==> config.mk <==
export PLATFORM = sky130hd
export DESIGN_NAME = vga_timing_gen_flat
export DESIGN_NICKNAME = d
export VERILOG_FILES = /design/src/rtl/vga_timing_gen_if.sv /design/src/rtl/vga_timing_gen.sv /design/src/flat_wrapper.sv
export SDC_FILE = /design/constraint.sdc
export NUM_CORES = 1
export LEC_CHECK = 0
export ABC_AREA = 1
export ABC_CLOCK_PERIOD_IN_PS = 2950
export CAP_MARGIN = 5
export CORE_MARGIN = 5
export CORE_UTILIZATION = 40
export CTS_CLUSTER_DIAMETER = 80
export CTS_CLUSTER_SIZE = 14
export DETAILED_ROUTE_END_ITERATION = 12
export GPL_ROUTABILITY_DRIVEN = 0
export PLACE_DENSITY = 0.74
export SLEW_MARGIN = 20
export SYNTH_ARGS = -nofsm -noshare
export SYNTH_HDL_FRONTEND = slang
export SYNTH_SLANG_ARGS = --single-unit
==> constraint.sdc <==
create_clock -name clk -period 2.95 [get_ports clk]
set_input_delay 0.4425 -clock clk [delete_from_list [all_inputs] [get_ports clk]]
set_output_delay 0.4425 -clock clk [all_outputs]
set_load 0.005 [all_outputs]
==> src/rtl/vga_timing_gen_if.sv <==
// Pixel-stream interface between the timing generator (master) and the
// downstream overlay stages (slave). The slave side owns the pixel enable.
interface vga_timing_gen_if;
    logic        pix_en;
    logic [9:0]  hcount_out;
    logic [9:0]  vcount_out;
    logic        hsync_out;
    logic        vsync_out;
    logic        blnk_out;
    logic        frame_start;
    logic [23:0] rgb_out;

    modport master (
        input  pix_en,
        output hcount_out, vcount_out, hsync_out, vsync_out,
        output blnk_out, frame_start, rgb_out
    );

    modport slave (
        output pix_en,
        input  hcount_out, vcount_out, hsync_out, vsync_out,
        input  blnk_out, frame_start, rgb_out
    );
endinterface

==> src/rtl/vga_timing_gen.sv <==
// VGA timing generator, 640x480@60 (800x525 total) by default.
// Produces position, syncs, blanking and a frame-start pulse, all registered
// together so they stay aligned. Define VGA_TEST_PATTERN_EN to drive eight
// vertical colour bars on rgb_out; otherwise rgb_out is tied to zero.
module vga_timing_gen #(
    parameter int unsigned H_ACTIVE = 640,
    parameter int unsigned H_FP     = 16,
    parameter int unsigned H_SYNC   = 96,
    parameter int unsigned H_BP     = 48,
    parameter int unsigned V_ACTIVE = 480,
    parameter int unsigned V_FP     = 10,
    parameter int unsigned V_SYNC   = 2,
    parameter int unsigned V_BP     = 33,
    parameter logic        SYNC_POL = 1'b0
) (
    input logic              clk,
    input logic              rst,
    vga_timing_gen_if.master vga
);

    localparam logic [9:0] H_ACT  = 10'(H_ACTIVE);
    localparam logic [9:0] H_LAST = 10'(H_ACTIVE + H_FP + H_SYNC + H_BP - 1);
    localparam logic [9:0] HS_BEG = 10'(H_ACTIVE + H_FP);
    localparam logic [9:0] HS_END = 10'(H_ACTIVE + H_FP + H_SYNC);
    localparam logic [9:0] V_ACT  = 10'(V_ACTIVE);
    localparam logic [9:0] V_LAST = 10'(V_ACTIVE + V_FP + V_SYNC + V_BP - 1);
    localparam logic [9:0] VS_BEG = 10'(V_ACTIVE + V_FP);
    localparam logic [9:0] VS_END = 10'(V_ACTIVE + V_FP + V_SYNC);

    logic [9:0] h_q, v_q;
    logic       hs_q, vs_q, bl_q, fs_q;
    logic [9:0] h_nx, v_nx;
    logic       hs_nx, vs_nx, bl_nx, fs_nx;

    // Next position and its decode, so every output is registered in one step
    always_comb begin
        h_nx = h_q + 10'd1;
        v_nx = v_q;
        if (h_q == H_LAST) begin
            h_nx = '0;
            v_nx = (v_q == V_LAST) ? '0 : v_q + 10'd1;
        end
        bl_nx = (h_nx >= H_ACT) || (v_nx >= V_ACT);
        hs_nx = ((h_nx >= HS_BEG) && (h_nx < HS_END)) ? SYNC_POL : ~SYNC_POL;
        vs_nx = ((v_nx >= VS_BEG) && (v_nx < VS_END)) ? SYNC_POL : ~SYNC_POL;
        fs_nx = (h_nx == '0) && (v_nx == '0);
    end

    // Position/decode registers; advance only on pixel enable, pulse cleared otherwise
    always_ff @(posedge clk or negedge rst) begin
        if (!rst) begin
            h_q  <= '0;
            v_q  <= '0;
            hs_q <= ~SYNC_POL;
            vs_q <= ~SYNC_POL;
            bl_q <= 1'b0;
            fs_q <= 1'b0;
        end else if (vga.pix_en) begin
            h_q  <= h_nx;
            v_q  <= v_nx;
            hs_q <= hs_nx;
            vs_q <= vs_nx;
            bl_q <= bl_nx;
            fs_q <= fs_nx;
        end else begin
            fs_q <= 1'b0;
        end
    end

    assign vga.hcount_out  = h_q;
    assign vga.vcount_out  = v_q;
    assign vga.hsync_out   = hs_q;
    assign vga.vsync_out   = vs_q;
    assign vga.blnk_out    = bl_q;
    assign vga.frame_start = fs_q;

`ifdef VGA_TEST_PATTERN_EN
    localparam logic [9:0] BAR_W = 10'(H_ACTIVE / 8);

    function automatic logic [23:0] bar_rgb(input logic [9:0] h);
        logic [9:0] idx;
        idx = h / BAR_W;
        case (idx)
            10'd0:   return 24'hff_ff_ff;
            10'd1:   return 24'hff_ff_00;
            10'd2:   return 24'h00_ff_ff;
            10'd3:   return 24'h00_ff_00;
            10'd4:   return 24'hff_00_ff;
            10'd5:   return 24'hff_00_00;
            10'd6:   return 24'h00_00_ff;
            default: return 24'h00_00_00;
        endcase
    endfunction

    logic [23:0] rgb_q;

    // Colour bars registered with the position so they carry no skew
    always_ff @(posedge clk or negedge rst) begin
        if (!rst) begin
            rgb_q <= bar_rgb(10'd0);
        end else if (vga.pix_en) begin
            rgb_q <= bl_nx ? '0 : bar_rgb(h_nx);
        end
    end

    assign vga.rgb_out = rgb_q;
`else
    assign vga.rgb_out = '0;
`endif

endmodule

==> src/flat_wrapper.sv <==
// flat-port wrapper written by rule: the top's interface ports become plain ports
module vga_timing_gen_flat 
#(
    parameter int unsigned H_ACTIVE = 640,
    parameter int unsigned H_FP     = 16,
    parameter int unsigned H_SYNC   = 96,
    parameter int unsigned H_BP     = 48,
    parameter int unsigned V_ACTIVE = 480,
    parameter int unsigned V_FP     = 10,
    parameter int unsigned V_SYNC   = 2,
    parameter int unsigned V_BP     = 33,
    parameter logic        SYNC_POL = 1'b0
)
  (clk, rst, vga_pix_en, vga_hcount_out, vga_vcount_out, vga_hsync_out, vga_vsync_out, vga_blnk_out, vga_frame_start, vga_rgb_out);
  vga_timing_gen_if vga_i ();
  input logic clk;
  input logic rst;
  input wire logic [$bits(vga_i.pix_en)-1:0] vga_pix_en;
  output wire logic [$bits(vga_i.hcount_out)-1:0] vga_hcount_out;
  output wire logic [$bits(vga_i.vcount_out)-1:0] vga_vcount_out;
  output wire logic [$bits(vga_i.hsync_out)-1:0] vga_hsync_out;
  output wire logic [$bits(vga_i.vsync_out)-1:0] vga_vsync_out;
  output wire logic [$bits(vga_i.blnk_out)-1:0] vga_blnk_out;
  output wire logic [$bits(vga_i.frame_start)-1:0] vga_frame_start;
  output wire logic [$bits(vga_i.rgb_out)-1:0] vga_rgb_out;
  assign vga_i.pix_en = vga_pix_en;
  assign vga_hcount_out = vga_i.hcount_out;
  assign vga_vcount_out = vga_i.vcount_out;
  assign vga_hsync_out = vga_i.hsync_out;
  assign vga_vsync_out = vga_i.vsync_out;
  assign vga_blnk_out = vga_i.blnk_out;
  assign vga_frame_start = vga_i.frame_start;
  assign vga_rgb_out = vga_i.rgb_out;
  vga_timing_gen #(.H_ACTIVE(H_ACTIVE), .H_FP(H_FP), .H_SYNC(H_SYNC), .H_BP(H_BP), .V_ACTIVE(V_ACTIVE), .V_FP(V_FP), .V_SYNC(V_SYNC), .V_BP(V_BP), .SYNC_POL(SYNC_POL)) u_core (.clk(clk), .rst(rst), .vga(vga_i));
endmodule
==> Yosys cells after proc, flatten, opt, wreduce, memory -nomap -nowiden <==
Cells that the tools add are included.
Widths: inputs -> output; s select.
{ "op_classes": {"n_addsub": 2, "order_cmp": 6, "n_eq_ne": 2, "muxes": 6, "n_reduce_logical": 6} }
{ "op_table": {"columns": ["cell", "count"], "rows": [
  ["$mux 10", 3],
  ["$add 10x1->10 const B", 2],
  ["$eq 10x10->1 const B", 2],
  ["$ge 10x10->1 const B", 2],
  ["$ge 10x9->1 const B", 2],
  ["$logic_not 10->1", 2],
  ["$lt 10x10->1 const B", 1],
  ["$lt 10x9->1 const B", 1],
  ["$logic_and 1x1->1", 3],
  ["$mux 1", 3],
  ["$logic_or 1x1->1", 1]
]} }
{ "totals": {"register_bits": 24, "in_bits": 3, "wordCells": 28} }

==> Logic depth before layout (Yosys ltp) <==
Gate-level depths: netlist of the first run.
{ "depth": {"ltp_word": 6, "ltp_mapped": 13, "ltp_nobuf": 13} }

==> Worst setup path after synthesis of the first run <==
No wires, ideal clock.
{ "synth_timing": {"path_type": "reg2reg", "startpoint": "reg u_core.h_q[1] (netlist: u_core.vga.hcount_out[1])", "endpoint": "reg u_core.bl_q (netlist: u_core.vga.blnk_out)", "setup_time_ps": 113, "arrival_ps": 1570, "required_time_ps": 2837, "path_slack_ps": 1267, "path_stages_with_launch": 13, "path_buffers": 0, "path_cell_list": "dfrtp_1 > ha_1 > nand4_2 > nor2_4 > inv_2 > nand2_2 > nor2_4 > nand2_2 > nand2_1 > nor2_1 > nand3_1 > nand2_1 > inv_1"} }
{ "synth_via": {"elab_chain_len": 4, "word_cells_on_any_way": 7} }
{ "synth_rtl": {"columns": ["element", "line", "rtl"], "rows": [
  ["start, declared", "vga_timing_gen.sv:30", "logic [9:0] h_q, v_q;"],
  ["start signal, assigned", "vga_timing_gen.sv:59", "h_q <= h_nx;"],
  ["$add 10x1->10 / $eq 10x10->1 (equally long branches)", "vga_timing_gen.sv:37, vga_timing_gen.sv:39", null],
  ["$mux 10", "vga_timing_gen.sv:39", "if (h_q == H_LAST) begin"],
  ["$ge 10x10->1 / $ge 10x9->1 (equally long branches)", "vga_timing_gen.sv:43", "bl_nx = (h_nx >= H_ACT) || (v_nx >= V_ACT);"],
  ["$logic_or 1x1->1 (*)", "vga_timing_gen.sv:43", null],
  ["end signal, assigned", "vga_timing_gen.sv:63", "bl_q <= bl_nx;"],
  ["end, declared", "vga_timing_gen.sv:31", "logic hs_q, vs_q, bl_q, fs_q;"]
]} }
Every way passes the cells marked *; elsewhere a longest branch is shown, timed or not.
A chain may end at the register's enable or synchronous reset.

==> Worst setup path in the final report of the first run <==
{ "layout_timing": {"startpoint": "reg u_core.h_q[1] (netlist: u_core.vga.hcount_out[1])", "endpoint": "reg u_core.fs_q (netlist: u_core.vga.frame_start)"} }
{ "layout_via": {"elab_chain_len": 5, "word_cells_on_any_way": 8} }
{ "layout_rtl": {"columns": ["element", "line", "rtl"], "rows": [
  ["$add 10x1->10 / $eq 10x10->1 (equally long branches)", "vga_timing_gen.sv:37, vga_timing_gen.sv:39", null],
  ["$mux 10", "vga_timing_gen.sv:39", null],
  ["$logic_not 10->1", "vga_timing_gen.sv:46", "fs_nx = (h_nx == '0) && (v_nx == '0);"],
  ["$logic_and 1x1->1 (*)", "vga_timing_gen.sv:46", null],
  ["$mux 1 (*)", "vga_timing_gen.sv:58", "end else if (vga.pix_en) begin"],
  ["end signal, assigned", "vga_timing_gen.sv:64", "fs_q <= fs_nx;"],
  ["end, declared", "vga_timing_gen.sv:31", null]
]} }
Marked as above.

==> results of run 1 <==
[state kept, by name (all words and copies together) (netlist names)]
register	count
u_core.vga.blnk_out	1
u_core.vga.hsync_out	1
u_core.vga.frame_start	1
u_core.vga.hcount_out	10
u_core.vga.vcount_out	10
u_core.vga.vsync_out	1
[where the power goes]
group / total (uW) / internal [uW] / switching, uW
logic: 517 / 235 / 281
registers: 522 / 396 / 126
clock network: 226 / 119 / 107
total: 1270 / 751 / 514
[cells by family after synthesis]
| kind of cell | synth area share, % |
|---|---|
| adder cells (fa/ha/maj) | 2.44 |
| AND/OR/NAND/NOR | 41.6 |
| other | 0.183 |
| AO/OA/AOI/OAI | 8.11 |
| flip-flops | 29.4 |
| XOR/XNOR | 0.427 |
| buffers and inverters | 17.8 |
[area by class of cell]
cell class | count | area (sq um) | share of cell area (%)
Tap cell | 70 | 87.6 | 3.75
Inverter | 38 | 143 | 6.11
Multi-Input combinational cell | 236 | 1170 | 50.1
Clock buffer | 4 | 55.1 | 2.36
Timing Repair Buffer | 28 | 275 | 11.8
Sequential cell | 24 | 603 | 25.8
[per-stage QoR]
stage | hold slack, ns | setup WS [ns] | power (uW) | cell area [sq um]
2_1_floorplan | 0.147 | 1.27 | 841 | 2140
3_3_place_gp | 0.489 | 1.06 | 1030 | 2280
3_5_place_dp | 0.507 | 1.01 | 1040 | 2280
4_1_cts | 0.520 | 0.988 | 1270 | 2330
5_1_grt | 0.549 | 0.780 | 1370 | 2330
6_report | 0.514 | 1.03 | 1270 | 2330
[final timing paths]
check,start,cells past startpoint,end,slack (ns)
setup reg to reg,u_core.vga.hcount_out[1],9,u_core.vga.frame_start,1.03
hold reg to reg,u_core.vga.hsync_out,2,u_core.vga.hsync_out,0.51
setup / recovery,u_core.vga.hcount_out[1],9,u_core.vga.frame_start,1.03
hold / removal,u_core.vga.hsync_out,2,u_core.vga.hsync_out,0.51
min in group asynchronous,rst,2,u_core.vga.hcount_out[9],0.52
max in group asynchronous,rst,2,u_core.vga.vsync_out,2.14
[critical path: cells and delay by family, from the launching register on]
kind | cells | cell delay (ns)
adder cells (fa/ha/maj) | 1 | 0.26
buffers and inverters | 1 | 0.11
flip-flops | 1 | 0.43
AND/OR/NAND/NOR | 7 | 1.05
[layer usage]
metal	GRT usage, %	vias up	routed length, microns
met5	0	-	0
met2	24.7	33	2250
li1	-	960	-
met4	3.32	0	39
met3	1.64	5	160
met1	19.7	887	2170
[layout by cell type, fill, tap and decap left out, types with 2 or more instances in the layout]
cell type,Yosys,final
conb_1,1,24
nand3_2,3,3
dfstp_2,2,2
buf_4,24,2
nand3_1,22,22
inv_2,5,5
and2_4,2,2
nand4_1,10,10
clkbuf_8,0,4
o21ai_0,20,20
nor2_4,6,6
o21a_1,3,3
nor2_2,3,3
ha_1,4,4
dfrtp_1,22,22
nand2_2,6,6
nand3b_1,2,2
clkdlybuf4s50_1,0,26
o21ai_1,2,2
inv_1,33,33
nor2_1,32,32
o21ai_2,2,2
nand2_1,88,88
==> reports/results.tsv, run 1 <==
metric	value	unit
Leak	0.00117	uW
vias in the first global route	1741	
number of library cell types mapped by synthesis	31	
highest clock rate	521	MHz
final setup vio count	0	
Tcrit/Tclk final	65.1	%
Die X-Extent	81.6	microns
FFs w/ async S/R, synth	100	%
syn_area_per_cell	6.71	sq um
wire length per cell	11.6	microns
cell count after synthesis	306	
initial antenna violation count	0	
total CTS buffers	3	
Routed WL	4620	microns
Final Hold Viols	0	
1st-pass router iterations	4	
Hold-fix buffers, CTS	0	
vias per inst	4.71	
CP arrival	2.13	ns
Worst Path Required	3.16	ns
PortBufs	26	
RSZ-0062 raised after global routing	no	
Yosys warnings	0	
synth-to-layout area growth	13.7	%
Synth top area share	26.8	%
Total GRT Usage	14.5	%
largest net degree at the start of global routing	30	
Synth Cell Area	2050	sq um
core area	5040	sq um
predominant post-synthesis flop cell	dfrtp_1	
Worst Setup Start Kind	flip-flop	
Post-synth EDFFs	0	
TritonCTS Sinks	24	
Commonest cells post-synth	nand2_1, inv_1, nor2_1, buf_4	
slew margin rel.	51.2	%
die height	81.6	microns
DRC Markers	0	
CP Max Fanout	9	
crit-path cells	ha_1, nand4_2, nor2_4, inv_2, nand3_1, nand2_1, nor2_1, nand4_1, nor2_1	
worst vdd ir	0.332	mV
flops & latches, synth	24	
TritonCTS clock tree	yes	
count leader, synth	nand2_1	
Seq/Total Area, Yosys	29.4	%
GRT Residual Overflow	0	
diode count	0	
fraction of layout cells with a size suffix above 1	11.8	%
Critical Path Most Common Cell	nor2_1	
Worst Max-Slew Pin Slew	0.731	ns
cell taking the most area after synthesis	dfrtp_1	
top cells by area, synth	dfrtp_1, nand2_1, buf_4, inv_1, nor2_1	
post-cts repair resize count	0	
Non-Filler Instances	400	
Worst-Skew Late Latency	0.27	ns
H-tree depth	1	
# IOs	51	
Clock Skews	0.00985	ns
Slew Limit Fails	0	
slowest library cell on the worst path	dfrtp_1	
post-detail-place hpwl	3630	microns
Critical Path Max Stage Delay	0.43	ns
post-CTS setup buffers	0	
total number of vias	1885	
max-cap violation count	0	
initial drt markers	123	
critical path endpoint category	flip-flop	
clock transition at the registers of the reported paths	0.09	ns
CP Class	flip-flop to flip-flop	
first-pass GRT wire length	7770	microns
post-layout min period	1.92	ns
Post-DRT Antenna Nets	0	
FP Rows	26	
clock root cell	clkbuf_8	
fin nets	338	
Die ar.	6660	sq um
fillers	516	
Util after Layout	46.3	%
CTS max path bufs	2	
Initial Utilization	40.7	%
status	complete, no violations	
PD cells	542	nW/um^2
placed cell count	396	
worst hold path class	flip-flop to flip-flop	
final setup TNS	0	ns
Note: power is estimated with default switching activity, not from simulation.
==> inputs of run 2 (changes only) <==
ABC_CLOCK_PERIOD_IN_PS = 1700   (was 2950)
PLACE_DENSITY = 0.77   (was 0.74)
clock period = 1.7 ns   (was 2.95 ns; I/O delays follow)
==> reports/results.tsv, run 2 (synthesized netlist as in run 1, its figures left out) <==
metric	value	unit	change
PD cells	922	nW/um^2	was 542 nW/um^2
GRT Residual Overflow	0		unchanged
Total GRT Usage	16.0	%	was 14.5%
status	finished, violations left		was complete, no violations
max-cap violation count	0		unchanged
vias per inst	4.73		was 4.71
1st-pass router iterations	5		was 4
largest net degree at the start of global routing	25		was 30
die height	81.6	microns	unchanged
Hold-fix buffers, CTS	0		unchanged
Initial Utilization	40.7	%	unchanged
H-tree depth	1		unchanged
final setup TNS	-0.359	ns	was 0 ns
Worst Path Required	1.92	ns	was 3.16 ns
final setup margin	-0.127	ns	was 1.03 ns
wire length per cell	12.4	microns	was 11.6 microns
RSZ-0062 raised after global routing	yes		was no
total CTS buffers	3		unchanged
Util after Layout	55.4	%	was 46.3%
CP arrival	2.05	ns	was 2.13 ns
met1 usage	21.1	%	was 19.7%
worst vdd ir	0.727	mV	was 0.332 mV
Die ar.	6660	sq um	unchanged
Final Hold Viols	0		unchanged
grt met2 use	27.0	%	was 24.7%
CP Max Fanout	5		was 9
TritonCTS Sinks	24		unchanged
initial drt markers	85		was 123
core area	5040	sq um	unchanged
highest clock rate	547	MHz	was 521 MHz
Clock Skews	0.00776	ns	was 0.00985 ns
Non-Filler Instances	445		was 400
failing checks	setup timing		
fraction of layout cells with a size suffix above 1	28.8	%	was 11.8%
worst hold path class	input pin to async pin		was flip-flop to flip-flop
FP Rows	26		unchanged
most frequent cells in the layout	nand2_1, buf_4, inv_1		was nand2_1, inv_1, nor2_1
initial antenna violation count	0		unchanged
PortBufs	26		unchanged
Post-DRT Antenna Nets	0		unchanged
diode count	0		unchanged
placed cell count	419		was 396
synth-to-layout area growth	36.2	%	was 13.7%
Worst Setup Start Kind	flip-flop		unchanged
Die X-Extent	81.6	microns	unchanged
first-pass GRT wire length	8420	microns	was 7770 microns
CP Class	flip-flop to flip-flop		unchanged
GRT met3 Usage	3.18	%	was 1.64%
critical path endpoint category	flip-flop		unchanged
post-detail-place hpwl	3780	microns	was 3630 microns
commonest non-fill, non-tap cell in the layout	nand2_1		unchanged
clock transition at the registers of the reported paths	0.09	ns	about the same
Slew Limit Fails	0		unchanged
Routed WL	5530	microns	was 4620 microns
fin nets	383		was 338
Leak	0.00140	uW	was 0.00117 uW
vias in the first global route	1879		was 1741
DRC Markers	0		unchanged
clock root cell	clkbuf_8		unchanged
post-layout min period	1.83	ns	was 1.92 ns
TritonCTS clock tree	yes		unchanged
Worst-Skew Late Latency	0.28	ns	was 0.27 ns
CTS max path bufs	2		unchanged
total number of vias	2106		was 1885
# IOs	51		unchanged
final setup vio count	3		was 0
fillers	484		was 516
Tcrit/Tclk final	107	%	was 65.1%
GR peak layer	met2		unchanged
==> run 2: changes by cell type in the layout (fill, tap and decap cells not counted), moves of 4 or more <==
| cell | change |
|---|---|
| buf_4 | +40 |
| buf_6 | +6 |
| nand2_1 | -5 |
| nor2_1 | -5 |
| dfrtp_1 | -4 |
| dfrtp_2 | +4 |
| nand2_2 | +4 |
| nor2_2 | +4 |
==> run 2: path summary, 6_finish.rpt <==
check | startpoint | slack [ns] | cells past startpoint | to
setup / recovery | u_core.vga.hcount_out[1] | -0.13 | 12 | u_core.vga.vsync_out
hold / removal | rst | 0.33 | 2 | u_core.vga.hcount_out[7]
setup reg to reg | u_core.vga.hcount_out[1] | -0.13 | 12 | u_core.vga.vsync_out
hold reg to reg | u_core.vga.vsync_out | 0.51 | 2 | u_core.vga.vsync_out
max in group asynchronous | rst | 1.06 | 2 | u_core.vga.hsync_out
min in group clk | u_core.vga.vsync_out | 0.51 | 2 | u_core.vga.vsync_out
==> run 2: worst max-delay path, stage by stage (launching register included) <==
cell and delay [ns]:
dfrtp_1 0.40, ha_4 0.17, buf_4 0.12, nand4_4 0.14
nor2_4 0.17, buf_4 0.16, nand3_1 0.10, nand2_2 0.09
nand3_1 0.06, nor2_1 0.13, nand3_1 0.09, nor2_1 0.10
nor2_1 0.05
==> run 2: per-layer routing <==
metal / vias up / part of all wire (%)
met3: 16 / 5.1
met1: 959 / 43
met2: 74 / 49
met4: 0 / 3.0
li1: 1057 / -
met5: - / 0
==> run 2: report_power, final <==
group | switching, uW | internal [uW] | total (uW)
registers | 211 | 696 | 906
logic | 624 | 639 | 1260
clock network | 199 | 208 | 407
==> run 2: timing repair <==
| item | 4_1_cts | 5_1_grt |
|---|---|---|
| hold endpoints to repair | 0 | 0 |
| pin swaps | 7 | 14 |
| buffers inserted | 8 | 15 |
| gates resized for setup | 8 | 31 |
| endpoints found under the setup margin | 5 | 13 |
==> run 2: cell type report <==
cell class	instances	area (sq um)	share of cell area, %
Sequential cell	24	608	21.8
Timing Repair Buffer	73	633	22.7
Tap cell	70	87.6	3.13
Inverter	38	143	5.11
Multi-Input combinational cell	236	1270	45.4
Clock buffer	4	55.1	1.97
==> run 2: stage by stage <==
stage / hold slack (ns) / total power, uW / worst slack (ns) / instance area [sq um]
after floorplan: -0.0406 / 1460 / 0.0174 / 2140
after global placement: 0.503 / 1940 / -0.137 / 2450
after detailed placement: 0.496 / 1960 / -0.171 / 2450
after CTS: 0.340 / 2420 / -0.0545 / 2600
after global routing: 0.355 / 2770 / -0.264 / 2790
final: 0.332 / 2580 / -0.127 / 2790
